### config.mk
export PLATFORM = sky130hd
export DESIGN_NAME = dxm_interrupt_coalesce
export DESIGN_NICKNAME = d
export VERILOG_FILES = /design/src/rtl/dxm_int_pkg.sv /design/src/rtl/dxm_int_coalesce.sv /design/src/rtl/dxm_interrupt_coalesce.sv
export SDC_FILE = /design/constraint.sdc
export NUM_CORES = 1
export LEC_CHECK = 0
export BUFFER_PORTS_ARGS = -buffer_cell sky130_fd_sc_hd__buf_2
export CAP_MARGIN = 10
export CORE_MARGIN = 8
export CORE_UTILIZATION = 55
export CTS_CLUSTER_SIZE = 40
export DETAILED_ROUTE_END_ITERATION = 8
export GPL_TIMING_DRIVEN = 0
export PLACE_DENSITY = 0.95
export SLEW_MARGIN = 20
export SYNTH_ARGS = -nofsm -noshare
export SYNTH_HDL_FRONTEND = slang
export SYNTH_HIERARCHICAL = 1
export SYNTH_SLANG_ARGS = --single-unit
### constraint.sdc
create_clock -name clk -period 5.9 [get_ports clk]
set_input_delay 0.59 -clock clk [delete_from_list [all_inputs] [get_ports clk]]
set_output_delay 0.59 -clock clk [all_outputs]
set_load 0.03 [all_outputs]
### src/rtl/dxm_int_pkg.sv
// Shared constants and helpers for the dxm interrupt aggregator.
// Holds the capture-mode encoding and a popcount over the source vector.
package dxm_int_pkg;

   localparam int  MAX_SRC = 32;
   localparam logic EDGE   = 1'b1;
   localparam logic LEVEL  = 1'b0;

   function automatic int unsigned popcount(input logic [MAX_SRC-1:0] v);
      int unsigned n;
      n = 0;
      for (int i = 0; i < MAX_SRC; i++)
         n += int'(v[i]);
      return n;
   endfunction

endpackage

### src/rtl/dxm_int_coalesce.sv
// Coalescing unit: pending-count threshold or timeout drives a
// rate-limited interrupt request that holds until nothing is pending.
module dxm_int_coalesce #(
   parameter int CNT_W = 6,
   parameter int TMR_W = 16
) (
   input  logic             clk,
   input  logic             rst,
   input  logic [CNT_W-1:0] pend_cnt,
   input  logic [CNT_W-1:0] coal_thresh,
   input  logic [TMR_W-1:0] coal_timeout,
   output logic             int_req
);

   logic [TMR_W-1:0] r_timer;
   logic             r_int_req;
   logic             w_any;
   logic             w_tmo_hit;
   logic             w_fire;

   always_comb begin
      w_any     = (pend_cnt != '0);
      w_tmo_hit = (coal_timeout != '0) && (r_timer >= coal_timeout);
      w_fire    = w_any && ((coal_thresh <= CNT_W'(1)) ||
                            (pend_cnt >= coal_thresh) || w_tmo_hit);
   end

   always_ff @(posedge clk) begin
      if (rst) begin
         r_timer   <= '0;
         r_int_req <= 1'b0;
      end else begin
         // Timer only runs while events wait unserviced; saturate, never wrap.
         if (!w_any || r_int_req)
            r_timer <= '0;
         else if (r_timer != '1)
            r_timer <= r_timer + TMR_W'(1);
         r_int_req <= r_int_req ? w_any : w_fire;
      end
   end

   assign int_req = r_int_req;

endmodule

### src/rtl/dxm_interrupt_coalesce.sv
// Interrupt aggregator top: per-source capture, sticky status/overflow
// with W1C clear, and a registered pending count feeding the coalescer.
module dxm_interrupt_coalesce
   import dxm_int_pkg::*;
#(
   parameter int NUM_SRC = 8,
   parameter int CNT_W   = 6,
   parameter int TMR_W   = 16
) (
   input  logic               clk,
   input  logic               rst,
   input  logic [NUM_SRC-1:0] src_in,
   input  logic [NUM_SRC-1:0] edge_mode,
   input  logic [NUM_SRC-1:0] mask,
   input  logic               clr_status_1p,
   input  logic [NUM_SRC-1:0] r_din,
   input  logic [CNT_W-1:0]   coal_thresh,
   input  logic [TMR_W-1:0]   coal_timeout,
   output logic [NUM_SRC-1:0] status,
   output logic [NUM_SRC-1:0] ovf,
   output logic [CNT_W-1:0]   pend_cnt,
   output logic               int_req
);

   logic [NUM_SRC-1:0] r_src_q;
   logic [NUM_SRC-1:0] r_status;
   logic [NUM_SRC-1:0] r_ovf;
   logic [CNT_W-1:0]   r_pend_cnt;
   logic [NUM_SRC-1:0] w_ev;
   logic [NUM_SRC-1:0] w_clr;
   logic [NUM_SRC-1:0] w_act;

   always_comb begin
      w_ev = '0;
      for (int i = 0; i < NUM_SRC; i++)
         w_ev[i] = (edge_mode[i] == EDGE) ? (src_in[i] & ~r_src_q[i])
                                          : src_in[i];
      w_clr = clr_status_1p ? r_din : '0;
      w_act = r_status & ~mask;
   end

   // History tracks the line even in reset, so a line already high
   // when reset releases is not mistaken for a rising edge.
   always_ff @(posedge clk) begin
      r_src_q <= src_in;
   end

   always_ff @(posedge clk) begin
      if (rst) begin
         r_status   <= '0;
         r_ovf      <= '0;
         r_pend_cnt <= '0;
      end else begin
         r_status   <= (r_status & ~w_clr) | w_ev;
         r_ovf      <= (r_ovf & ~w_clr) | (w_ev & r_status & ~w_clr);
         r_pend_cnt <= CNT_W'(popcount(MAX_SRC'(w_act)));
      end
   end

   dxm_int_coalesce #(
      .CNT_W (CNT_W),
      .TMR_W (TMR_W)
   ) u_coal (
      .clk          (clk),
      .rst          (rst),
      .pend_cnt     (r_pend_cnt),
      .coal_thresh  (coal_thresh),
      .coal_timeout (coal_timeout),
      .int_req      (int_req)
   );

   assign status   = r_status;
   assign ovf      = r_ovf;
   assign pend_cnt = r_pend_cnt;

endmodule
==> After elaboration in Yosys (flattened, before gate mapping) <==
Cells that the tools add are included.
W data, S select, Z words.
{ "word_totals": {"ff_bits": 47, "in_bits": 57, "out_inout_bits": 23, "word_cells": 62} }
{ "classes": {"n_addsub": 8, "magnitude_cmp": 3, "n_eq_ne": 1, "n_mux": 10, "bitwise": 25, "reduce_logical": 9} }
{ "ops": {"columns": ["cell", "n"], "rows": [
  ["$and A8 B8 Y8", 5],
  ["$add A16 B1 Y16 const B", 1],
  ["$ge A16 B16 Y1", 1],
  ["$ne A16 B16 Y1 const B", 1],
  ["$not A8 Y8", 2],
  ["$or A8 B8 Y8", 2],
  ["$reduce_bool A16 Y1", 1],
  ["$add A6 B1 Y6", 2],
  ["$mux W1", 9],
  ["$and A1 B1 Y1", 8],
  ["$mux W8", 1],
  ["$not A1 Y1", 8],
  ["$add A5 B1 Y6", 1],
  ["$ge A6 B6 Y1", 1],
  ["$le A6 B1 Y1 const B", 1],
  ["$reduce_bool A6 Y1", 1],
  ["$add A4 B1 Y5", 1],
  ["$add A3 B1 Y4", 1],
  ["$add A2 B1 Y3", 1],
  ["$logic_or A1 B1 Y1", 3],
  ["$add A1 B1 Y2", 1],
  ["$logic_and A1 B1 Y1", 2],
  ["$reduce_or A2 Y1", 1],
  ["$logic_not A1 Y1", 1]
]} }

==> Longest topological paths before layout <==
Gate-level depths: netlist of run 1.
{ "depth": {"ltp_word": 9, "mapped_depth": 10, "mapped_depth_nobuf": 10} }

==> By module <==
Netlist of run 1, hierarchy kept.
{ "by_module_without_submodules": {"columns": ["module", "instances", "cells_per_inst", "area_per_inst_um2", "seq_area_each_um2"], "rows": [
  ["dxm_int_coalesce", 1, 169, 1391.3, 340.3],
  ["dxm_interrupt_coalesce", 1, 109, 1091.0, 560.5]
]} }

==> Worst setup path after synthesis of run 1 <==
No wires, ideal clock.
{ "synth_path": {"kind": "input port to flip-flop", "start": "input port mask[0]", "end": "register r_pend_cnt[2] (netlist: pend_cnt[2])", "setup_ns": 0.117, "arrival_time_ns": 3.096, "required_time_ns": 5.783, "slack_ns": 2.687, "stages": 10, "path_buffers": 0, "path_cell_list": "nand2b_1 fa_1 fa_1 inv_1 fa_1 ha_1 inv_1 fa_1 xor2_1 nor2_1"} }
{ "synth_via": {"elab_chain_cells": 9} }
{ "synth_lines": {"columns": ["item", "line", "source"], "rows": [
  ["start: declaration", "dxm_interrupt_coalesce.sv:14", "input logic [NUM_SRC-1:0] mask,"],
  ["$not A8 Y8", "dxm_interrupt_coalesce.sv:39", "w_act = r_status & ~mask;"],
  ["$and A8 B8 Y8", "dxm_interrupt_coalesce.sv:39", null],
  ["$add A1 B1 Y2", "dxm_int_pkg.sv:13", "n += int'(v[i]);"],
  ["$add A2 B1 Y3", "dxm_int_pkg.sv:13", null],
  ["$add A3 B1 Y4", "dxm_int_pkg.sv:13", null],
  ["$add A4 B1 Y5", "dxm_int_pkg.sv:13", null],
  ["$add A5 B1 Y6", "dxm_int_pkg.sv:13", null],
  ["$add A6 B1 Y6 (2 in series)", "dxm_int_pkg.sv:13", null],
  ["end signal: assignment", "dxm_interrupt_coalesce.sv:56", "r_pend_cnt <= CNT_W'(popcount(MAX_SRC'(w_act)));"],
  ["end: declaration", "dxm_interrupt_coalesce.sv:28", "logic [CNT_W-1:0] r_pend_cnt;"]
]} }
No other way between the ends.
A chain may end at the register's enable or synchronous reset.

==> Final worst setup path of run 1 <==
Same ends and word-level chain as after synthesis.

==> run_summary.xml, run 1 <==
<?xml version="1.0" encoding="UTF-8"?>
<metrics>
  <group name="outcome">
    <metric name="outcome" unit="">finished, final reports clean</metric>
  </group>
  <group name="global_routing">
    <metric name="gr-total-overflow" unit="">0</metric>
    <metric name="grt_max_degree" unit="">15</metric>
    <metric name="grt_util_all_layers" unit="%">17.4</metric>
    <metric name="met3_usage" unit="%">8.20</metric>
    <metric name="grt_pass1_wl" unit="um">10300</metric>
    <metric name="met1_usage" unit="%">16.9</metric>
    <metric name="grt.busiest_layer" unit="">met2</metric>
    <metric name="vias_in_the_first_global_route" unit="">2537</metric>
    <metric name="gr-usage-met2" unit="%">30.3</metric>
    <metric name="grt_antenna_before_repair" unit="">0</metric>
  </group>
  <group name="placement">
    <metric name="placement.setup.worst_slack" unit="ns">2.42</metric>
    <metric name="gp_routability_congestion" unit="">0.873</metric>
    <metric name="placed_area" unit="um^2">2950</metric>
    <metric name="placement.io_buffers" unit="">77</metric>
    <metric name="hpwl" unit="um">5090</metric>
    <metric name="dp.cells" unit="">412</metric>
  </group>
  <group name="cells_and_area">
    <metric name="layout_overhead_on_the_synthesized_area" unit="%">23.7</metric>
    <metric name="post_route_cells_drive_above_1_share" unit="%">27.7</metric>
    <metric name="sequential_cell_area_in_the_final_layout" unit="um^2">901</metric>
    <metric name="finish.instance_area" unit="um^2">3070</metric>
    <metric name="final_cell_count_no_fill" unit="">420</metric>
    <metric name="finish.net_count" unit="">454</metric>
    <metric name="utilization" unit="%">70.5</metric>
    <metric name="multiInputGateArea" unit="um^2">1430</metric>
    <metric name="filler_cell_count" unit="">315</metric>
    <metric name="ant_diodes" unit="">0</metric>
  </group>
  <group name="synthesis">
    <metric name="synth-edff-count" unit="">0</metric>
    <metric name="ys_dominant_reg_cell" unit="">dfxtp_1</metric>
    <metric name="synth_top_area_cells" unit="">dfxtp_1 36%, ha_1 13%, inv_1 4.5%</metric>
    <metric name="synth_largest_area_cell" unit="">dfxtp_1</metric>
    <metric name="sequential_share_of_the_synthesized_area" unit="%">36.3</metric>
    <metric name="synthesis.instances" unit="">278</metric>
    <metric name="ys_warn_count" unit="">6</metric>
    <metric name="synthesis.area" unit="um^2">2480</metric>
    <metric name="postSynthRegisterBits" unit="">45</metric>
    <metric name="ys_top_cells_by_count" unit="">45 x dfxtp_1, 30 x inv_1, 26 x ha_1</metric>
    <metric name="yosys.cell_count.top_type" unit="">dfxtp_1</metric>
    <metric name="yosys.area.top_type_share" unit="%">36.3</metric>
    <metric name="netlist-cell-type-count" unit="">47</metric>
    <metric name="ys_async_sr_fraction" unit="%">0</metric>
    <metric name="synth.avg_cell_area" unit="um^2">8.93</metric>
  </group>
  <group name="timing">
    <metric name="grt_setup_unrepaired" unit="">false</metric>
    <metric name="fin_skew" unit="ns">0.00483</metric>
    <metric name="final.setup.tns" unit="ns">0</metric>
    <metric name="slew_viol_final" unit="">0</metric>
    <metric name="final-hold-violation-count" unit="">0</metric>
    <metric name="fin_ws" unit="ns">2.76</metric>
    <metric name="min_period_over_period" unit="%">53.2</metric>
    <metric name="achievable-frequency" unit="MHz">319</metric>
    <metric name="fin_worst_hold_slack" unit="ns">0.419</metric>
    <metric name="period_minus_slack" unit="ns">3.14</metric>
    <metric name="setup_violations" unit="">0</metric>
  </group>
  <group name="clocking">
    <metric name="cts_setup_buffers" unit="">0</metric>
    <metric name="root_cell_of_the_clock_tree" unit="">clkbuf_8</metric>
    <metric name="cts-hold-fix-buffers" unit="">0</metric>
    <metric name="tritoncts_clock_tree" unit="">done</metric>
    <metric name="numCtsBuffers" unit="">5</metric>
    <metric name="cts_resized" unit="">0</metric>
    <metric name="clock_path_buffers" unit="">2</metric>
    <metric name="clk_transition_reported_paths" unit="ns">0.09</metric>
    <metric name="insertion_delay" unit="ns">0.30</metric>
    <metric name="clkSinkCount" unit="">45</metric>
    <metric name="cts.htree.levels" unit="">2</metric>
  </group>
  <group name="worst_setup_path">
    <metric name="cp_data_arrival_time" unit="ns">3.33</metric>
    <metric name="critPathRequiredTime" unit="ns">6.09</metric>
    <metric name="critPathKind" unit="">in2reg</metric>
    <metric name="worstSetupStartpointType" unit="">input port</metric>
    <metric name="path_max_fanout" unit="">2</metric>
    <metric name="r2r_slack" unit="ns">2.81</metric>
    <metric name="critical_path.endpoint_type" unit="">flip-flop</metric>
    <metric name="reg2regPathDepth" unit="">10</metric>
  </group>
  <group name="floorplanning">
    <metric name="floorplan.die_area" unit="um^2">6920</metric>
    <metric name="chipWidth" unit="um">83.2</metric>
    <metric name="floorplan.core_area" unit="um^2">4350</metric>
    <metric name="starting_utilization_of_the_core_area" unit="%">57.0</metric>
    <metric name="ios" unit="">80</metric>
    <metric name="placement_rows" unit="">24</metric>
    <metric name="dieHeight" unit="um">83.2</metric>
  </group>
  <group name="power_and_ir_drop">
    <metric name="finalPower" unit="uW">702</metric>
    <metric name="p_leak" unit="nW">1.53</metric>
    <metric name="p_per_area" unit="nW/um^2">228</metric>
    <metric name="vdd_ir_drop_max" unit="mV">0.168</metric>
  </group>
  <group name="worst_hold_path">
    <metric name="worst_hold_path_type" unit="">in2reg</metric>
    <metric name="timing.hold.worst_path_depth" unit="">1</metric>
  </group>
  <group name="routing">
    <metric name="dr.first_iter.drc_count" unit="">160</metric>
    <metric name="detailroute.via_count" unit="">2362</metric>
    <metric name="route.final.wire_length" unit="um">6170</metric>
    <metric name="drt_pass1_iterations" unit="">5</metric>
    <metric name="antenna_violating_nets_post_route" unit="">0</metric>
    <metric name="vias_per_cell" unit="">5.62</metric>
    <metric name="detail_route.drc_violations" unit="">0</metric>
    <metric name="average_detailed_routed_wire_length_per_instance" unit="um">14.7</metric>
  </group>
  <group name="job">
    <metric name="max_cap_viol_count" unit="">0</metric>
  </group>
</metrics>
[state kept, by name (all words and copies together), names as in the netlist]
| register | flops |
|---|---|
| pend_cnt | 4 |
| ovf | 8 |
| status | 8 |
| u_coal/r_timer | 16 |
| r_src_q | 8 |
| u_coal/int_req | 1 |
[report_power, final]
part           switching (mW)  leakage [nW]  total [mW]  internal, mW
combinational          0.0758          1.10       0.131        0.0547
sequential             0.0115         0.369       0.330         0.318
clock                   0.104        0.0574       0.241         0.138
total                   0.191          1.53       0.702         0.511
[per-layer routing]
layer	vias to the layer above	part of all wire, %
li1	1150	-
met1	1095	39
met2	101	48
met3	16	10
met4	0	2.5
met5	-	0
[layout make-up]
cell class / instances / share of cell area, %
clock buffers: 6 / 2.69
flip-flops and latches: 45 / 29.3
clock inverters: 2 / 1.22
repair buffers: 77 / 12.5
well taps: 52 / 2.12
multi-input cells: 200 / 46.6
inverters: 30 / 3.67
plain buffers: 8 / 1.83
[layout by cell type (no fill, tap or decap), drive strengths merged, types with 3 or more instances in the layout]
cell type,n
a211oi,5
a31oi,11
nand4,5
nor2,22
conb,6
nand2b,7
nand3,4
ha,26
a22oi,8
nor3b,7
and4,4
and3,5
inv,30
nor4,5
xor2,7
a21o,3
a21oi,13
o21ai,6
fa,4
xnor2,3
nor2b,4
dfxtp,45
buf,84
and2,3
nand2,24
clkbuf,7
nor3,3
[worst paths after layout]
| check | from | end |
|---|---|---|
| setup reg to reg | status[0] | pend_cnt[2] |
| hold / removal | src_in[4] | r_src_q[4] |
| hold reg to reg | ovf[6] | ovf[6] |
| setup / recovery | mask[0] | pend_cnt[2] |
[worst max-delay path, stage by stage]
cell,delay [ns]
buf_2,0.09
nand2b_1,0.15
fa_1,0.52
fa_1,0.56
inv_1,0.07
fa_1,0.54
ha_1,0.16
inv_1,0.05
fa_1,0.37
xor2_1,0.17
nor2_1,0.05
[kinds of logic after synthesis]
logic type	after synthesis	share of synthesized area, %
buffers and inverters	38	6.80
xor gates and xnor gates	10	3.53
adders and majority gates	30	16.3
and+or+nand+nor	96	21.3
other	1	0.151
AOI/OAI and AO/OA	58	15.6
DFF	45	36.3
Note: power is estimated with default switching activity, not from simulation.
==> inputs of run 2 (changes only) <==
--- a/config.mk
+++ b/config.mk
@@ -8,11 +8,11 @@
 export BUFFER_PORTS_ARGS = -buffer_cell sky130_fd_sc_hd__buf_2
 export CAP_MARGIN = 10
 export CORE_MARGIN = 8
-export CORE_UTILIZATION = 55
+export CORE_UTILIZATION = 51
 export CTS_CLUSTER_SIZE = 40
 export DETAILED_ROUTE_END_ITERATION = 8
 export GPL_TIMING_DRIVEN = 0
-export PLACE_DENSITY = 0.95
+export PLACE_DENSITY = 0.9
 export SLEW_MARGIN = 20
 export SYNTH_ARGS = -nofsm -noshare
 export SYNTH_HDL_FRONTEND = slang
==> constraint.sdc (replaced) <==
create_clock -name clk -period 3.2 [get_ports clk]
set_input_delay 0.32 -clock clk [delete_from_list [all_inputs] [get_ports clk]]
set_output_delay 0.32 -clock clk [all_outputs]
set_load 0.03 [all_outputs]
==> run_summary.xml, run 2 (same netlist as run 1, synthesis figures left out) <==
<?xml version="1.0" encoding="UTF-8"?>
<metrics>
  <group name="global_routing">
    <metric name="gr-total-overflow" unit="">0</metric>
    <metric name="grt_antenna_before_repair" unit="">0</metric>
    <metric name="vias_in_the_first_global_route" unit="">2498</metric>
    <metric name="grt_max_degree" unit="">14</metric>
    <metric name="grt_util_all_layers" unit="%">16.8</metric>
    <metric name="grt_pass1_wl" unit="um">10200</metric>
  </group>
  <group name="routing">
    <metric name="detail_route.drc_violations" unit="">0</metric>
    <metric name="average_detailed_routed_wire_length_per_instance" unit="um">13.6</metric>
    <metric name="route.final.wire_length" unit="um">5920</metric>
    <metric name="dr.first_iter.drc_count" unit="">93</metric>
    <metric name="antenna_violating_nets_post_route" unit="">0</metric>
    <metric name="vias_per_cell" unit="">5.26</metric>
    <metric name="detailroute.via_count" unit="">2281</metric>
    <metric name="drt_pass1_iterations" unit="">4</metric>
  </group>
  <group name="worst_setup_path">
    <metric name="setup.worst_path.end" unit="">pend_cnt[2]</metric>
    <metric name="path_max_fanout" unit="">4</metric>
    <metric name="critPathRequiredTime" unit="ns">3.39</metric>
    <metric name="timing.critical_path.from" unit="">status[1]</metric>
    <metric name="critPathKind" unit="">reg2reg</metric>
    <metric name="r2r_slack" unit="ns">0.15</metric>
    <metric name="worstReg2RegStart" unit="">status[1]</metric>
    <metric name="cp_data_arrival_time" unit="ns">3.24</metric>
    <metric name="reg2regPathDepth" unit="">10</metric>
    <metric name="critical_path.endpoint_type" unit="">flip-flop</metric>
    <metric name="r2r_end" unit="">pend_cnt[2]</metric>
    <metric name="worstSetupStartpointType" unit="">flip-flop</metric>
  </group>
  <group name="floorplanning">
    <metric name="dieHeight" unit="um">85.8</metric>
    <metric name="ios" unit="">80</metric>
    <metric name="placement_rows" unit="">25</metric>
    <metric name="floorplan.core_area" unit="um^2">4720</metric>
    <metric name="floorplan.die_area" unit="um^2">7360</metric>
    <metric name="starting_utilization_of_the_core_area" unit="%">52.6</metric>
    <metric name="chipWidth" unit="um">85.8</metric>
  </group>
  <group name="clocking">
    <metric name="insertion_delay" unit="ns">0.29</metric>
    <metric name="root_cell_of_the_clock_tree" unit="">clkbuf_8</metric>
    <metric name="cts_setup_buffers" unit="">0</metric>
    <metric name="cts-hold-fix-buffers" unit="">0</metric>
    <metric name="cts.htree.levels" unit="">2</metric>
    <metric name="clock_path_buffers" unit="">2</metric>
    <metric name="clkSinkCount" unit="">45</metric>
    <metric name="tritoncts_clock_tree" unit="">done</metric>
    <metric name="numCtsBuffers" unit="">5</metric>
    <metric name="clk_transition_reported_paths" unit="ns">0.08</metric>
  </group>
  <group name="job">
    <metric name="max_cap_viol_count" unit="">0</metric>
  </group>
  <group name="cells_and_area">
    <metric name="regMostFlops" unit="">u_coal/r_timer</metric>
    <metric name="largest_reg_flops" unit="">16</metric>
    <metric name="most_frequent_cells_in_the_layout" unit="">80 x buf_2, 44 x dfxtp_1, 30 x inv_1, 26 x ha_1</metric>
    <metric name="utilization" unit="%">65.1</metric>
    <metric name="post_route_cells_drive_above_1_share" unit="%">27.8</metric>
    <metric name="layout_overhead_on_the_synthesized_area" unit="%">23.9</metric>
    <metric name="final_cell_count_no_fill" unit="">434</metric>
    <metric name="most_common_cell_after_layout_fill_and_taps_aside" unit="">buf_2</metric>
    <metric name="ant_diodes" unit="">0</metric>
    <metric name="finish.net_count" unit="">454</metric>
    <metric name="finish.instance_area" unit="um^2">3080</metric>
  </group>
  <group name="timing">
    <metric name="setup_violations" unit="">0</metric>
    <metric name="period_minus_slack" unit="ns">3.05</metric>
    <metric name="final-hold-violation-count" unit="">0</metric>
    <metric name="fin_skew" unit="ns">0.00779</metric>
    <metric name="grt_setup_unrepaired" unit="">false</metric>
    <metric name="final.setup.tns" unit="ns">0</metric>
    <metric name="fin_ws" unit="ns">0.150</metric>
    <metric name="slew_viol_final" unit="">0</metric>
    <metric name="min_period_over_period" unit="%">95.3</metric>
    <metric name="achievable-frequency" unit="MHz">328</metric>
    <metric name="fin_worst_hold_slack" unit="ns">0.152</metric>
  </group>
  <group name="power_and_ir_drop">
    <metric name="comb_power_share" unit="%">19.0</metric>
    <metric name="seq_power_share" unit="%">48.8</metric>
    <metric name="p_per_area" unit="nW/um^2">405</metric>
    <metric name="finalPower" unit="mW">1.25</metric>
    <metric name="vdd_ir_drop_max" unit="mV">0.362</metric>
    <metric name="fraction_of_power_consumed_by_the_clock_network" unit="%">32.3</metric>
    <metric name="p_leak" unit="nW">1.53</metric>
    <metric name="internal-power" unit="uW">914</metric>
    <metric name="power.switching_fraction" unit="%">26.7</metric>
    <metric name="switchingPower" unit="uW">334</metric>
  </group>
  <group name="placement">
    <metric name="placement.setup.worst_slack" unit="ns">0.0429</metric>
    <metric name="hpwl" unit="um">4930</metric>
    <metric name="gp_routability_congestion" unit="">0.868</metric>
    <metric name="placed_area" unit="um^2">2970</metric>
    <metric name="placement.io_buffers" unit="">77</metric>
    <metric name="dp.cells" unit="">427</metric>
  </group>
  <group name="outcome">
    <metric name="outcome" unit="">finished, final reports clean</metric>
  </group>
  <group name="worst_hold_path">
    <metric name="worst_hold_path_type" unit="">in2reg</metric>
  </group>
</metrics>
-- run 2: how the worst min path moves through the flow --
stage / endpoint / start / slack, ns / depth (start not counted)
2_1_floorplan: r_src_q[0] / src_in[0] / 0.35 / 0
3_3_place_gp: r_src_q[2] / src_in[2] / 0.45 / 1
3_5_place_dp: r_src_q[7] / src_in[7] / 0.45 / 1
4_1_cts: r_src_q[7] / src_in[7] / 0.14 / 1
5_1_grt: r_src_q[3] / src_in[3] / 0.14 / 1
6_report: r_src_q[7] / src_in[7] / 0.15 / 1
-- run 2: power groups by stage --
stage | clock network (mW) | registers [mW] | logic, mW
after floorplan | 0 | 0.652 | 0.115
after global placement | 0 | 0.620 | 0.226
after detailed placement | 0 | 0.621 | 0.237
after CTS | 0.415 | 0.608 | 0.238
after global routing | 0.437 | 0.613 | 0.264
final | 0.403 | 0.608 | 0.236
-- run 2: repair_timing --
| action | 4_1_cts | 5_1_grt |
|---|---|---|
| resized for setup | 0 | 1 |
| hold endpoints to repair | 0 | 0 |
| endpoints found under the setup margin | 0 | 1 |
-- run 2: layout make-up --
type / count / area (um^2)
Clock inverter: 2 / 35.0
Timing Repair Buffer: 77 / 385
Buffer: 8 / 56.3
Inverter: 30 / 113
Fill cell: 378 / 1650
Clock buffer: 5 / 68.8
Sequential cell: 45 / 902
Multi-Input combinational cell: 200 / 1430
Tap cell: 67 / 83.8
-- run 2: worst max-delay path: stages, from the launching register on --
cell and delay (ns):
dfxtp_1 0.39, nand2b_1 0.10, fa_1 0.49, fa_1 0.54, inv_1 0.07, fa_1 0.54
ha_1 0.17, inv_1 0.05, fa_1 0.38, xor2_1 0.17, nor2_1 0.05
-- run 2: metal layers --
metal	share of wire (%)	track usage, %	vias to the layer above
met5	0	0	-
met4	0.78	6.21	0
met3	11	8.31	5
met2	49	29.9	74
met1	39	16.5	1056
li1	-	-	1146
==> inputs of run 3 (changes only) <==
--- a/config.mk
+++ b/config.mk
@@ -7,12 +7,14 @@
 export LEC_CHECK = 0
 export BUFFER_PORTS_ARGS = -buffer_cell sky130_fd_sc_hd__buf_2
 export CAP_MARGIN = 10
+export CORE_ASPECT_RATIO = 1.25
 export CORE_MARGIN = 8
-export CORE_UTILIZATION = 51
+export CORE_UTILIZATION = 50
 export CTS_CLUSTER_SIZE = 40
 export DETAILED_ROUTE_END_ITERATION = 8
 export GPL_TIMING_DRIVEN = 0
-export PLACE_DENSITY = 0.9
+export PLACE_DENSITY = 0.89
+export SETUP_SLACK_MARGIN = 0.2
 export SLEW_MARGIN = 20
 export SYNTH_ARGS = -nofsm -noshare
 export SYNTH_HDL_FRONTEND = slang
==> run_summary.xml, run 3 (same netlist as run 1, synthesis figures left out) <==
<?xml version="1.0" encoding="UTF-8"?>
<metrics>
  <group name="routing">
    <metric name="vias_per_cell" unit="">5.38</metric>
    <metric name="detailroute.via_count" unit="">2328</metric>
    <metric name="dr.first_iter.drc_count" unit="">96</metric>
    <metric name="route.final.wire_length" unit="um">6290</metric>
    <metric name="antenna_violating_nets_post_route" unit="">0</metric>
    <metric name="average_detailed_routed_wire_length_per_instance" unit="um">14.5</metric>
    <metric name="detail_route.drc_violations" unit="">0</metric>
    <metric name="drt_pass1_iterations" unit="">4</metric>
  </group>
  <group name="timing">
    <metric name="min_period_over_period" unit="%">90.4</metric>
    <metric name="period_minus_slack" unit="ns">2.89</metric>
    <metric name="setup_violations" unit="">0</metric>
    <metric name="achievable-frequency" unit="MHz">346</metric>
    <metric name="final.setup.tns" unit="ns">0</metric>
    <metric name="slew_viol_final" unit="">0</metric>
    <metric name="grt_setup_unrepaired" unit="">false</metric>
    <metric name="fin_skew" unit="ns">0.00801</metric>
    <metric name="final-hold-violation-count" unit="">0</metric>
  </group>
  <group name="clocking">
    <metric name="clk_transition_reported_paths" unit="ns">0.09</metric>
    <metric name="clkSinkCount" unit="">45</metric>
    <metric name="cts.htree.levels" unit="">2</metric>
    <metric name="insertion_delay" unit="ns">0.30</metric>
    <metric name="tritoncts_clock_tree" unit="">done</metric>
    <metric name="numCtsBuffers" unit="">5</metric>
    <metric name="root_cell_of_the_clock_tree" unit="">clkbuf_8</metric>
    <metric name="clock_path_buffers" unit="">2</metric>
  </group>
  <group name="worst_setup_path">
    <metric name="timing.critical_path.from" unit="">status[1]</metric>
    <metric name="cp_data_arrival_time" unit="ns">3.09</metric>
    <metric name="reg2regPathDepth" unit="">9</metric>
    <metric name="critPathKind" unit="">reg2reg</metric>
    <metric name="r2r_slack" unit="ns">0.31</metric>
    <metric name="crit_family" unit="">adder cells</metric>
    <metric name="critical_path.cell_chain" unit="">nand2b_4 &gt; fa_1 &gt; fa_1 &gt; inv_1 &gt; fa_1 &gt; ha_2 &gt; inv_1 &gt; fa_2 &gt; nor2_1</metric>
    <metric name="setup.worst_path.end" unit="">pend_cnt[1]</metric>
    <metric name="timing.critical_path.depth" unit="">9</metric>
    <metric name="cp_num_buf_inv" unit="">2</metric>
    <metric name="critPathMaxStageDelay" unit="ns">0.54</metric>
    <metric name="worstReg2RegStart" unit="">status[1]</metric>
    <metric name="crit_path_top_delay_cell" unit="">fa_1</metric>
    <metric name="path_max_fanout" unit="">2</metric>
    <metric name="worstSetupStartpointType" unit="">flip-flop</metric>
    <metric name="critical_path.endpoint_type" unit="">flip-flop</metric>
    <metric name="critPathMostFrequentCell" unit="">fa_1</metric>
    <metric name="r2r_end" unit="">pend_cnt[1]</metric>
    <metric name="critPathRequiredTime" unit="ns">3.40</metric>
  </group>
  <group name="cells_and_area">
    <metric name="regMostFlops" unit="">u_coal/r_timer</metric>
    <metric name="most_common_cell_after_layout_fill_and_taps_aside" unit="">buf_2</metric>
    <metric name="most_frequent_cells_in_the_layout" unit="">80 x buf_2, 42 x dfxtp_1, 30 x inv_1, 25 x ha_1</metric>
    <metric name="finish.instance_area" unit="um^2">3100</metric>
    <metric name="filler_cell_count" unit="">398</metric>
    <metric name="finish.net_count" unit="">459</metric>
    <metric name="layout_overhead_on_the_synthesized_area" unit="%">25.0</metric>
    <metric name="largest_reg_flops" unit="">16</metric>
    <metric name="ant_diodes" unit="">0</metric>
    <metric name="post_route_cells_drive_above_1_share" unit="%">30.0</metric>
  </group>
  <group name="global_routing">
    <metric name="grt_antenna_before_repair" unit="">0</metric>
    <metric name="grt_pass1_wl" unit="um">10400</metric>
    <metric name="grt_max_degree" unit="">15</metric>
    <metric name="vias_in_the_first_global_route" unit="">2465</metric>
    <metric name="grt_util_all_layers" unit="%">17.1</metric>
    <metric name="gr-total-overflow" unit="">0</metric>
  </group>
  <group name="job">
    <metric name="max_cap_viol_count" unit="">0</metric>
  </group>
  <group name="placement">
    <metric name="gp_routability_congestion" unit="">0.829</metric>
    <metric name="placement.io_buffers" unit="">77</metric>
    <metric name="hpwl" unit="um">5110</metric>
    <metric name="placed_area" unit="um^2">2970</metric>
  </group>
  <group name="power_and_ir_drop">
    <metric name="vdd_ir_drop_max" unit="mV">0.334</metric>
    <metric name="p_per_area" unit="nW/um^2">390</metric>
    <metric name="p_leak" unit="nW">1.54</metric>
    <metric name="finalPower" unit="mW">1.21</metric>
  </group>
  <group name="worst_hold_path">
    <metric name="worst_hold_path_type" unit="">in2reg</metric>
    <metric name="worstHoldStart" unit="">src_in[1]</metric>
  </group>
  <group name="floorplanning">
    <metric name="chipWidth" unit="um">79.0</metric>
    <metric name="floorplan.die_area" unit="um^2">7490</metric>
    <metric name="floorplan.core_area" unit="um^2">4760</metric>
    <metric name="dieHeight" unit="um">94.8</metric>
    <metric name="starting_utilization_of_the_core_area" unit="%">52.1</metric>
    <metric name="ios" unit="">80</metric>
    <metric name="placement_rows" unit="">28</metric>
  </group>
  <group name="outcome">
    <metric name="outcome" unit="">finished, final reports clean</metric>
  </group>
</metrics>
run 3: changes by cell type in the layout (fill, tap and decap cells not counted):
cell | before | now
bufinv_16 | 1 | 0
nand2b_4 | 0 | 1
ha_1 | 26 | 25
dfxtp_2 | 1 | 3
ha_2 | 0 | 1
clkbuf_1 | 1 | 2
nand2b_1 | 7 | 6
dfxtp_1 | 44 | 42
buf_4 | 2 | 7
fa_1 | 4 | 3
fa_2 | 0 | 1
clkinvlp_4 | 0 | 2
clkinv_2 | 1 | 0
run 3: cell type report:
| class | count | area, um^2 | area share, % |
|---|---|---|---|
| Buffer | 8 | 56.3 | 1.81 |
| Sequential cell | 45 | 905 | 29.2 |
| Inverter | 30 | 113 | 3.63 |
| Tap cell | 60 | 75.1 | 2.42 |
| Clock inverter | 2 | 15.0 | 0.484 |
| Clock buffer | 6 | 72.6 | 2.34 |
| Multi-Input combinational cell | 200 | 1440 | 46.5 |
| Timing Repair Buffer | 82 | 423 | 13.6 |
run 3: stage by stage:
stage | util, % | std cells | hold WS, ns | setup slack (ns)
2_1_floorplan | - | 283 | 0.348 | 0.207
3_3_place_gp | 62.2 | 420 | 0.451 | 0.0772
3_5_place_dp | 62.2 | 420 | 0.454 | 0.0230
4_1_cts | 64.4 | 430 | 0.126 | 0.223
5_1_grt | 65.1 | 433 | 0.130 | 0.227
6_report | 65.1 | 433 | 0.139 | 0.308
run 3: worst min path at each step:
stage	to	slack [ns]	depth (start not counted)
2_1_floorplan	r_src_q[0]	0.35	0
3_3_place_gp	r_src_q[2]	0.45	1
3_5_place_dp	r_src_q[1]	0.45	1
4_1_cts	r_src_q[1]	0.13	1
5_1_grt	r_src_q[4]	0.13	1
6_report	r_src_q[1]	0.14	1
run 3: per-layer routing:
layer / wire length [um] / up-vias / share of wire, % / global-route usage, %
met2: 3130 / 89 / 50 / 31.0
met5: 0 / - / 0 / 0
met3: 505 / 11 / 8.0 / 5.89
met4: 142 / 0 / 2.3 / 8.20
met1: 2510 / 1071 / 40 / 17.0
li1: - / 1157 / - / -
run 3: repair_timing:
item,in CTS,in global routing
endpoints found under the setup margin,1,2
resized for setup,0,3
hold buffers,0,0
setup buffers,2,3
hold endpoints to repair,0,0
pin swaps,1,3
run 3: power by group:
part | total (mW) | internal (mW) | leakage (nW) | switching [mW]
registers | 0.609 | 0.587 | 0.370 | 0.0219
clock network | 0.353 | 0.154 | 0.0374 | 0.199
logic | 0.247 | 0.106 | 1.13 | 0.141
